### config.mk
export PLATFORM = sky130hd
export DESIGN_NAME = mc_ctrl
export DESIGN_NICKNAME = d
export VERILOG_FILES = /design/src/rtl/mc_pkg.sv /design/src/rtl/mc_decode.sv /design/src/rtl/mc_ctrl.sv
export SDC_FILE = /design/constraint.sdc
export NUM_CORES = 1
export LEC_CHECK = 0
export ABC_AREA = 1
export ABC_CLOCK_PERIOD_IN_PS = 2400
export CAP_MARGIN = 20
export CORE_ASPECT_RATIO = 1.5
export CORE_MARGIN = 2
export CORE_UTILIZATION = 42
export CTS_CLUSTER_SIZE = 12
export DETAILED_ROUTE_END_ITERATION = 10
export GPL_ROUTABILITY_DRIVEN = 0
export GPL_TIMING_DRIVEN = 0
export PLACE_DENSITY = 0.9
export SKIP_LAST_GASP = 1
export SLEW_MARGIN = 20
export SYNTH_ARGS = -nofsm -noshare
export SYNTH_HDL_FRONTEND = slang
export SYNTH_SLANG_ARGS = --single-unit
### constraint.sdc
create_clock -name clk -period 2.4 [get_ports clk]
set_input_delay 0.48 -clock clk [delete_from_list [all_inputs] [get_ports clk]]
set_output_delay 0.48 -clock clk [all_outputs]
set_load 0.01 [all_outputs]
### src/rtl/mc_pkg.sv
// Shared encodings for the multi-cycle MIPS sequencer: opcodes, functs,
// control-field codes, FSM states and the decoded instruction record.
package mc_pkg;

    localparam logic [5:0] OP_RTYPE = 6'b000000;
    localparam logic [5:0] OP_ADDI  = 6'b001000;
    localparam logic [5:0] OP_ORI   = 6'b001101;
    localparam logic [5:0] OP_LUI   = 6'b001111;
    localparam logic [5:0] OP_LW    = 6'b100011;
    localparam logic [5:0] OP_LB    = 6'b100000;
    localparam logic [5:0] OP_SW    = 6'b101011;
    localparam logic [5:0] OP_SB    = 6'b101000;
    localparam logic [5:0] OP_BEQ   = 6'b000100;
    localparam logic [5:0] OP_BNE   = 6'b000101;
    localparam logic [5:0] OP_J     = 6'b000010;
    localparam logic [5:0] OP_JAL   = 6'b000011;

    localparam logic [5:0] FN_ADD = 6'b100000;
    localparam logic [5:0] FN_SUB = 6'b100010;
    localparam logic [5:0] FN_AND = 6'b100100;
    localparam logic [5:0] FN_OR  = 6'b100101;
    localparam logic [5:0] FN_SLT = 6'b101010;
    localparam logic [5:0] FN_JR  = 6'b001000;
    localparam logic [5:0] FN_NOP = 6'b000000;

    localparam logic [3:0] ALU_NOP = 4'd0;
    localparam logic [3:0] ALU_ADD = 4'd1;
    localparam logic [3:0] ALU_SUB = 4'd2;
    localparam logic [3:0] ALU_AND = 4'd3;
    localparam logic [3:0] ALU_OR  = 4'd4;
    localparam logic [3:0] ALU_SLT = 4'd5;
    localparam logic [3:0] ALU_LUI = 4'd6;

    localparam logic [1:0] NPC_PC4 = 2'b00;
    localparam logic [1:0] NPC_BR  = 2'b01;
    localparam logic [1:0] NPC_J   = 2'b10;
    localparam logic [1:0] NPC_JR  = 2'b11;

    localparam logic [1:0] WD_ALU = 2'b00;
    localparam logic [1:0] WD_MEM = 2'b01;
    localparam logic [1:0] WD_PC4 = 2'b10;

    localparam logic [1:0] GPR_RD = 2'b00;
    localparam logic [1:0] GPR_RT = 2'b01;
    localparam logic [1:0] GPR_RA = 2'b10;

    localparam logic [1:0] MW_NONE = 2'b00;
    localparam logic [1:0] MW_WORD = 2'b01;
    localparam logic [1:0] MW_BYTE = 2'b10;

    localparam logic [2:0] LA_WORD  = 3'b000;
    localparam logic [2:0] LA_SBYTE = 3'b001;

    typedef enum logic [2:0] {
        S_FETCH  = 3'd0,
        S_DECODE = 3'd1,
        S_EXEC   = 3'd2,
        S_MEM    = 3'd3,
        S_WB     = 3'd4
    } state_t;

    typedef enum logic [3:0] {
        C_ILLEGAL = 4'd0,
        C_RALU    = 4'd1,
        C_IALU    = 4'd2,
        C_LOAD    = 4'd3,
        C_STORE   = 4'd4,
        C_BEQ     = 4'd5,
        C_BNE     = 4'd6,
        C_J       = 4'd7,
        C_JAL     = 4'd8,
        C_JR      = 4'd9,
        C_NOP     = 4'd10
    } iclass_t;

    // Static per-instruction fields; the sequencer decides in which state each is driven.
    typedef struct packed {
        iclass_t    cls;
        logic [3:0] alu_op;
        logic       ext_op;
        logic       alu_src;
        logic [1:0] gpr_sel;
        logic [1:0] wd_sel;
        logic [2:0] laddr;
        logic [1:0] mem_write;
    } dec_t;

endpackage

### src/rtl/mc_decode.sv
// Combinational instruction decoder: Op/Funct to instruction class plus the
// static datapath fields the sequencer gates per state.
module mc_decode
    import mc_pkg::*;
(
    input  logic [5:0] op,
    input  logic [5:0] funct,
    output dec_t       dec
);

    always_comb begin
        dec           = '0;
        dec.cls       = C_ILLEGAL;
        dec.alu_op    = ALU_NOP;
        dec.gpr_sel   = GPR_RD;
        dec.wd_sel    = WD_ALU;
        dec.laddr     = LA_WORD;
        dec.mem_write = MW_NONE;
        case (op)
            OP_RTYPE: begin
                case (funct)
                    FN_ADD: begin dec.cls = C_RALU; dec.alu_op = ALU_ADD; end
                    FN_SUB: begin dec.cls = C_RALU; dec.alu_op = ALU_SUB; end
                    FN_AND: begin dec.cls = C_RALU; dec.alu_op = ALU_AND; end
                    FN_OR:  begin dec.cls = C_RALU; dec.alu_op = ALU_OR;  end
                    FN_SLT: begin dec.cls = C_RALU; dec.alu_op = ALU_SLT; end
                    FN_JR:  dec.cls = C_JR;
                    FN_NOP: dec.cls = C_NOP;
                    default: dec.cls = C_ILLEGAL;
                endcase
            end
            OP_ADDI: begin
                dec.cls = C_IALU; dec.alu_op = ALU_ADD; dec.ext_op = 1'b1;
                dec.alu_src = 1'b1; dec.gpr_sel = GPR_RT;
            end
            OP_ORI: begin
                dec.cls = C_IALU; dec.alu_op = ALU_OR;
                dec.alu_src = 1'b1; dec.gpr_sel = GPR_RT;
            end
            OP_LUI: begin
                dec.cls = C_IALU; dec.alu_op = ALU_LUI;
                dec.alu_src = 1'b1; dec.gpr_sel = GPR_RT;
            end
            OP_LW, OP_LB: begin
                dec.cls = C_LOAD; dec.alu_op = ALU_ADD; dec.ext_op = 1'b1;
                dec.alu_src = 1'b1; dec.gpr_sel = GPR_RT; dec.wd_sel = WD_MEM;
                dec.laddr = (op == OP_LB) ? LA_SBYTE : LA_WORD;
            end
            OP_SW, OP_SB: begin
                dec.cls = C_STORE; dec.alu_op = ALU_ADD; dec.ext_op = 1'b1;
                dec.alu_src = 1'b1;
                dec.mem_write = (op == OP_SB) ? MW_BYTE : MW_WORD;
            end
            OP_BEQ: begin dec.cls = C_BEQ; dec.alu_op = ALU_SUB; dec.ext_op = 1'b1; end
            OP_BNE: begin dec.cls = C_BNE; dec.alu_op = ALU_SUB; dec.ext_op = 1'b1; end
            OP_J:   dec.cls = C_J;
            OP_JAL: begin dec.cls = C_JAL; dec.gpr_sel = GPR_RA; dec.wd_sel = WD_PC4; end
            default: dec.cls = C_ILLEGAL;
        endcase
    end

endmodule

### src/rtl/mc_ctrl.sv
// Multi-cycle MIPS control sequencer: FETCH/DECODE/EXEC/MEM/WB state register
// with per-state gating of the decoded control fields. en is sampled in FETCH only.
module mc_ctrl
    import mc_pkg::*;
#(
    parameter logic [2:0] RESET_STATE = 3'd0
) (
    input  logic       clk,
    input  logic       rst,
    input  logic       en,
    input  logic [5:0] Op,
    input  logic [5:0] Funct,
    input  logic       Zero,
    output logic       PCWrite,
    output logic       IRWrite,
    output logic       RegWrite,
    output logic [1:0] MemWrite,
    output logic       EXTOp,
    output logic [3:0] ALUOp,
    output logic [1:0] NPCOp,
    output logic       ALUSrc,
    output logic [1:0] GPRSel,
    output logic [1:0] WDSel,
    output logic [2:0] LAddr,
    output logic       instr_done,
    output logic       illegal,
    output logic [2:0] state
);

    state_t state_q, state_d;
    dec_t   dec;

    mc_decode u_decode (
        .op    (Op),
        .funct (Funct),
        .dec   (dec)
    );

    always_ff @(posedge clk) begin
        if (rst) state_q <= state_t'(RESET_STATE);
        else     state_q <= state_d;
    end

    always_comb begin
        state_d  = state_q;
        PCWrite  = 1'b0;
        IRWrite  = 1'b0;
        RegWrite = 1'b0;
        MemWrite = MW_NONE;
        EXTOp    = 1'b0;
        ALUOp    = ALU_NOP;
        NPCOp    = NPC_PC4;
        ALUSrc   = 1'b0;
        GPRSel   = GPR_RD;
        WDSel    = WD_ALU;
        LAddr    = LA_WORD;
        illegal  = 1'b0;

        case (state_q)
            S_FETCH: begin
                if (en) begin
                    IRWrite = 1'b1;
                    state_d = S_DECODE;
                end
            end
            S_DECODE: state_d = S_EXEC;
            S_EXEC: begin
                ALUOp   = dec.alu_op;
                ALUSrc  = dec.alu_src;
                EXTOp   = dec.ext_op;
                state_d = S_FETCH;
                case (dec.cls)
                    C_RALU, C_IALU:  state_d = S_WB;
                    C_LOAD, C_STORE: state_d = S_MEM;
                    C_BEQ: begin
                        PCWrite = 1'b1;
                        NPCOp   = Zero ? NPC_BR : NPC_PC4;
                    end
                    C_BNE: begin
                        PCWrite = 1'b1;
                        NPCOp   = Zero ? NPC_PC4 : NPC_BR;
                    end
                    C_J: begin
                        PCWrite = 1'b1;
                        NPCOp   = NPC_J;
                    end
                    C_JAL: begin
                        PCWrite  = 1'b1;
                        NPCOp    = NPC_J;
                        RegWrite = 1'b1;
                        GPRSel   = dec.gpr_sel;
                        WDSel    = dec.wd_sel;
                    end
                    C_JR: begin
                        PCWrite = 1'b1;
                        NPCOp   = NPC_JR;
                    end
                    C_NOP: PCWrite = 1'b1;
                    default: begin
                        PCWrite = 1'b1;
                        illegal = 1'b1;
                    end
                endcase
            end
            S_MEM: begin
                // ALU fields stay driven so the memory address is stable.
                ALUOp  = dec.alu_op;
                ALUSrc = dec.alu_src;
                EXTOp  = dec.ext_op;
                if (dec.cls == C_STORE) begin
                    MemWrite = dec.mem_write;
                    PCWrite  = 1'b1;
                    state_d  = S_FETCH;
                end else begin
                    state_d = S_WB;
                end
            end
            S_WB: begin
                ALUOp    = dec.alu_op;
                ALUSrc   = dec.alu_src;
                EXTOp    = dec.ext_op;
                RegWrite = 1'b1;
                PCWrite  = 1'b1;
                GPRSel   = dec.gpr_sel;
                WDSel    = dec.wd_sel;
                LAddr    = dec.laddr;
                state_d  = S_FETCH;
            end
            default: state_d = S_FETCH;
        endcase

        instr_done = PCWrite;

        // Reset suppresses every write in the cycle it is seen.
        if (rst) begin
            state_d    = state_t'(RESET_STATE);
            PCWrite    = 1'b0;
            IRWrite    = 1'b0;
            RegWrite   = 1'b0;
            MemWrite   = MW_NONE;
            EXTOp      = 1'b0;
            ALUOp      = ALU_NOP;
            NPCOp      = NPC_PC4;
            ALUSrc     = 1'b0;
            GPRSel     = GPR_RD;
            WDSel      = WD_ALU;
            LAddr      = LA_WORD;
            instr_done = 1'b0;
            illegal    = 1'b0;
        end
    end

    assign state = rst ? 3'd0 : state_q;

endmodule

==> summary.md, run 1 <==
• 3 — number of flip-flops in the largest register
• 20 — number of placement rows
• 61.70 um — die height
• primary output — type of element capturing the critical path
• 1355 — total number of vias
• finished, violations left — status
• 3 — Seq cells post-synth
• 0.4543 — initial core utilization
• input port to primary output — Worst Setup Path Type
• 5209 um — global-route wire length before repair
• 3 — total CTS buffers
• 5 — Register-to-Register Path Depth
• negative setup slack — failing checks
• 0.5066 — fraction of final layout cells with drive strength greater than 1
• 1650 um^2 — Layout Cell Area excl Fill
• 77.05% — Synth-to-Final Area Change
• 1.92 ns — required time at the endpoint of the critical path
• 246 — Post-layout nets
• 3756 um — total wire length
• 0 — number of antenna violations at the first check in global routing
• 11 — largest net degree at the start of global routing
• -0.05367 ns — setup ws final
• 3 — CTS sink count
• 1.022 — final critical-path share of the clock period
• state_q x3 — biggest registers after layout
• 0.9438 nW — static leakage
• 6 — Crit Path Max Fanout
• 2151 um — post-detailed-placement half-perimeter wirelength
• yes — clock tree from TritonCTS
• 37 — Buffers on Ports
• 4 — Pre-Repair DR Iteration Count
• 29 — Cell variety after synth
• 2 — WHS Path Cells
• 0 — pins over their slew limit
• 0.06443 — share of synthesized area occupied by flip-flops and latches
• 1 — H-tree lvl count
• input port — startpoint type of the worst setup path
• 5.719 um^2 — mean area per synthesized cell
• 224 — placed cells
• clkbuf_4 — master cell of the clock root buffer
• 2052 um^2 — Core Box Area
• 163 — Post-Syn Instances
• 0 — DRC violations left
• 196.8 nW/um^2 — power per standard cell area
• 2620 um^2 — Die Outline Area
• 5.398 — average vias per placed instance
• 0.3248 mW — total power consumption of the routed design
• 14.96 um — average routed wire per standard cell
• 2.454 ns — post-layout min period
• state_q — top register by number of flip-flops
• 42.47 um — chip width
• 0.1047 mV — Max VDD drop
• 1338 um^2 — Cell Area, Placed
• 1352 — number of global-route vias before repair
• 0.5596 ns — Hold WS
• 0 — total congestion overflow
• flip-flop to flip-flop — Hold/Removal Path Class
• 407.6 MHz — highest clock frequency the design can meet
• 0 — maxcap violations
• 932.1 um^2 — post-synthesis instance area
• 0 — number of endpoints with negative hold slack in the final report
• buf_4 (28), nand2_1 (24), inv_1 (19) — most frequent cells in the layout
• 41 — number of top-level design ports
• 0 — number of antenna diodes
• 0 — warning count from the yosys run
• 32 — DRC marker count from the first detailed-route iteration
• buf_4 — most common cell after layout, fill and taps aside
• 0.005649 ns — Worst Clk Skew
• 0.24 ns — clock latency reported for the late side of the worst-skew pair
• 0.04 ns — clk slew on worst S/H paths
• 1.97 ns — arrival time reported for the critical path endpoint
• 0 — Antenna Nets Post-Route
• 0.8043 — post-layout util
• 4 — final setup violation count
• yes — unrepaired setup endpoints after global routing
• 251 — non-filler cells, final
• 2 — buffer depth of the longest clock path
• 0.2573 — total global-route track usage
[timing repair]
item	4_1_cts	5_1_grt
hold buffers	0	0
setup buffers	16	7
setup endpoints to repair	22	17
resized for setup	105	41
pin swaps	20	22
[worst paths after layout]
kind	startpoint	slack (ns)	end
max	Op[1]	-0.05	instr_done
min	state_q[0]	0.56	state_q[1]
max reg2reg	state_q[2]	1.28	state_q[1]
min reg2reg	state_q[0]	0.56	state_q[1]
[synthesized netlist by cell type (all sizes together)]
cell / number / area, um^2
conb: 1 / 3.750
nand2: 38 / 185.2
a21oi: 12 / 75.07
nand4: 3 / 18.77
a211oi: 1 / 7.510
dfxtp: 3 / 60.06
o21ai: 3 / 18.77
nor3b: 1 / 7.510
clkbuf: 1 / 3.750
inv: 28 / 107.6
clkinv: 1 / 3.750
nor3: 2 / 10.01
buf: 5 / 37.54
nand3b: 2 / 15.01
nor2: 35 / 190.2
nor4: 3 / 18.77
nand3: 23 / 160.2
o221ai: 1 / 8.760
[cells by family after synthesis]
logic type             after synthesis  share of synthesized area
and+or+nand+nor                    107                     0.6497
AOI/OAI and AO/OA                   17                     0.1181
other                                1                   0.004023
DFF                                  3                    0.06443
buffers and inverters               35                     0.1638
[stage by stage]
step | setup TNS [ns] | setup slack, ns
after global routing | -0.5577 | -0.1423
final | -0.1599 | -0.05367
after CTS | -0.02794 | -0.02794
after detailed placement | -11.35 | -0.8844
after global placement | -10.83 | -0.8352
after floorplan | 0 | 0.2100
[metal layers]
metal | up-vias | global-route usage | share of wire | routed length [um]
li1 | 651 | - | - | -
met1 | 621 | 0.2339 | 0.33 | 1238
met2 | 61 | 0.5253 | 0.57 | 2139
met3 | 22 | 0.03757 | 0.052 | 195
met4 | 0 | 0.1696 | 0.048 | 182
met5 | - | 0 | 0 | 0
[worst max-delay path, cell delays in order]
cell	delay (ns)
buf_2	0.14
nand2_1	0.08
inv_1	0.07
nand2_2	0.11
nand2_4	0.07
nand2_2	0.13
nand3_2	0.12
nor2_1	0.22
nand3_2	0.13
nand3b_1	0.12
a21oi_2	0.07
buf_4	0.13
buf_6	0.11
[power breakdown]
part	switching, mW	internal (mW)
Clock	0.0322	0.0627
Sequential	0.00350	0.0536
Combinational	0.103	0.0700
[cell type report]
| type | instances | area (um^2) |
|---|---|---|
| repair buffers | 60 | 494.2 |
| flip-flops and latches | 3 | 60.06 |
| inverters | 29 | 112.6 |
| plain buffers | 6 | 45.04 |
| well taps | 22 | 27.53 |
| clock buffers | 4 | 26.28 |
| multi-input cells | 127 | 884.6 |
| fillers | 146 | 401.6 |
Power figures use the tool's default switching activity.
==> run 2: changes to the inputs <==
- SLEW_MARGIN: 20 -> 25
==> results of run 2 <==
Same layout as run 1: the final DEF is identical, and so are final timing and power.
==> run 3: changes to the inputs <==
--- a/constraint.sdc
+++ b/constraint.sdc
@@ -3,2 +3,2 @@
 set_output_delay 0.48 -clock clk [all_outputs]
-set_load 0.01 [all_outputs]
+set_load 0.02 [all_outputs]
==> summary.md, run 3 (synthesis gave the netlist of run 1 again) <==
• 0.4543 — initial core utilization, unchanged
• 11 — largest net degree at the start of global routing, unchanged
• 0 — maxcap violations, unchanged
• 403.9 MHz — highest clock frequency the design can meet, -0.91%
• 37 — Buffers on Ports, unchanged
• state_q[2] — worst r2r src
• Op[4] — first element of the critical path
• state_q — top register by number of flip-flops
• 0.002402 ns — Worst Clk Skew, -0.003247 ns
• 203.3 nW/um^2 — power per standard cell area, +3.3%
• 5.472 — average vias per placed instance, +1.4%
• 3 — CTS sink count, unchanged
• primary output — type of element capturing the critical path
• 3 — final setup violation count, -1
• 0 — pins over their slew limit, unchanged
• 0 — total congestion overflow, unchanged
• 0 — Antenna Nets Post-Route, unchanged
• 6 — Crit Path Max Fanout, unchanged
• yes — unrepaired setup endpoints after global routing
• 0 — number of antenna violations at the first check in global routing, unchanged
• 0.5601 ns — Hold WS, +0.0004640 ns
• clkbuf_4 — master cell of the clock root buffer
• 0.24 ns — clock latency reported for the late side of the worst-skew pair, about the same
• 1.032 — final critical-path share of the clock period, +0.009343
• 5030 um — global-route wire length before repair, -3.4%
• input port to primary output — Worst Setup Path Type
• 61.70 um — die height, unchanged
• 0.2488 — total global-route track usage, -0.008495
• 41 — number of top-level design ports, unchanged
• 884.6 um^2 — area taken by multi-input logic gates, unchanged
• state_q[1] — reg-to-reg critical path endpoint
• 156 — Filler cells, +6.8%
• nand4_1 — slowest stage cell on the critical path
• -0.1250 ns — sum of negative setup slack, +0.03492 ns
• 2.476 ns — post-layout min period, +0.02242 ns
• -0.07609 ns — setup ws final, -0.02242 ns
• 62 — DRC marker count from the first detailed-route iteration, +94%
• 1 — H-tree lvl count, unchanged
• 5 — Register-to-Register Path Depth, unchanged
• 0.27 ns — slowest cell delay on critical path, +0.05 ns
• 42.47 um — chip width, unchanged
• 0 — number of antenna diodes, unchanged
• simple AND/OR/NAND/NOR gates — Worst path top cell family by delay
• 0.04 ns — clk slew on worst S/H paths, about the same
• 2.00 ns — arrival time reported for the critical path endpoint, +0.03 ns
• 0.1036 mV — Max VDD drop, -1.0%
• 71.54% — Synth-to-Final Area Change
• 0 — DRC violations left, unchanged
• WDSel[1] — Worst Setup EP
• 2151 um — post-detailed-placement half-perimeter wirelength, unchanged
• 3 — number of flip-flops in the largest register, unchanged
• input port — startpoint type of the worst setup path
• 11 — depth of the critical timing path with buffers and inverters included, -2
• 4 — Pre-Repair DR Iteration Count, unchanged
• 0.8714 nW — static leakage, -7.7%
• 1.92 ns — required time at the endpoint of the critical path, about the same
• finished, violations left — status
• state_q x3 — biggest registers after layout
• 20 — number of placement rows, unchanged
• 0.5134 — fraction of final layout cells with drive strength greater than 1, +0.006843
• 2052 um^2 — Core Box Area, unchanged
• 1.36 ns — worst reg-to-reg setup slack, +0.08 ns
• 241 — Post-layout nets, -2.0%
• 14.64 um — average routed wire per standard cell, -2.2%
• 4 — Bufs and invs on worst path, unchanged
• negative setup slack — failing checks
• 2 — buffer depth of the longest clock path, unchanged
• flip-flop to flip-flop — Hold/Removal Path Class
• 3 — total CTS buffers, unchanged
• 1314 — number of global-route vias before repair, -2.8%
• 60.06 um^2 — Reg area, unchanged
• buf_4 (29), nand2_1 (23), inv_1 (20) — most frequent cells in the layout
• 1346 — total number of vias, -0.66%
• 0 — number of endpoints with negative hold slack in the final report, unchanged
• 0.7793 — post-layout util, -0.02500
• yes — clock tree from TritonCTS
• 2620 um^2 — Die Outline Area, unchanged
• 3602 um — total wire length, -4.1%
• 0 — count of hold-fix buffers inserted at cts, unchanged
• buf_6 > nor2_4 > nand4_1 > nand3_4 > inv_2 > nand2_2 > nor2_4 > a21oi_4 > nor2_2 > buf_4 > buf_4 — cells along the critical path
• buf_4 — most common cell after layout, fill and taps aside
## run 3: cell types whose count changed in the layout (fill, tap and decap cells not counted), sizes merged, moves of 2 or more
| cell | previous run | this run |
|---|---|---|
| buf | 43 | 38 |
| dlygate4sd2 | 5 | 10 |
| dlymetal6s2s | 5 | 1 |
| clkbuf | 10 | 12 |
| clkdlybuf4s50 | 5 | 3 |
## run 3: cell type report
class	instances	share of cell area
multi-input cells	127	0.5532
flip-flops and latches	3	0.03756
repair buffers	56	0.2825
well taps	22	0.01721
clock buffers	4	0.01643
inverters	29	0.06964
plain buffers	5	0.02347
## run 3: worst min path at each step
stage,from,to,cells after the start
finish,state_q[0],state_q[1],2
global route,state_q[0],state_q[1],2
CTS,state_q[0],state_q[1],2
detailed placement,state_q[0],state_q[1],2
global placement,state_q[0],state_q[1],2
floorplan,state_q[0],state_q[1],2
## run 3: timing repair
item,4_1_cts,5_1_grt
gates resized for setup,120,44
setup endpoints to repair,22,14
buffers inserted,12,7
pin swaps,20,19
## run 3: worst register-to-register path, delay by kind of cell, from the launching register on
kind | cells | cell delay [ns]
compound gates | 1 | 0.15
buf+inv | 1 | 0.11
flops | 1 | 0.30
simple gates | 3 | 0.40
## run 3: per-stage QoR
| stage | instance area (um^2) | setup WS, ns | power, mW | cells |
|---|---|---|---|---|
| 3_5_place_dp | 1338 | -0.9523 | 0.2001 | 224 |
| 3_3_place_gp | 1338 | -0.9031 | 0.1958 | 224 |
| 4_1_cts | 1484 | -0.09123 | 0.3083 | 239 |
| 2_1_floorplan | 939.7 | 0.02068 | 0.1432 | 165 |
| 6_report | 1599 | -0.07609 | 0.3252 | 246 |
| 5_1_grt | 1599 | -0.1516 | 0.3460 | 246 |
## run 3: routing by layer
layer / vias up / GRT usage / part of all wire
met2: 59 / 0.5121 / 0.57
met5: - / 0 / 0
li1: 642 / - / -
met3: 18 / 0.04335 / 0.060
met4: 0 / 0.1741 / 0.046
met1: 627 / 0.2147 / 0.33
## run 3: report_power, final
part           internal, mW  total, mW  switching [mW]
clock                0.0625     0.0919          0.0294
sequential           0.0536     0.0573         0.00364
combinational        0.0678      0.176           0.108
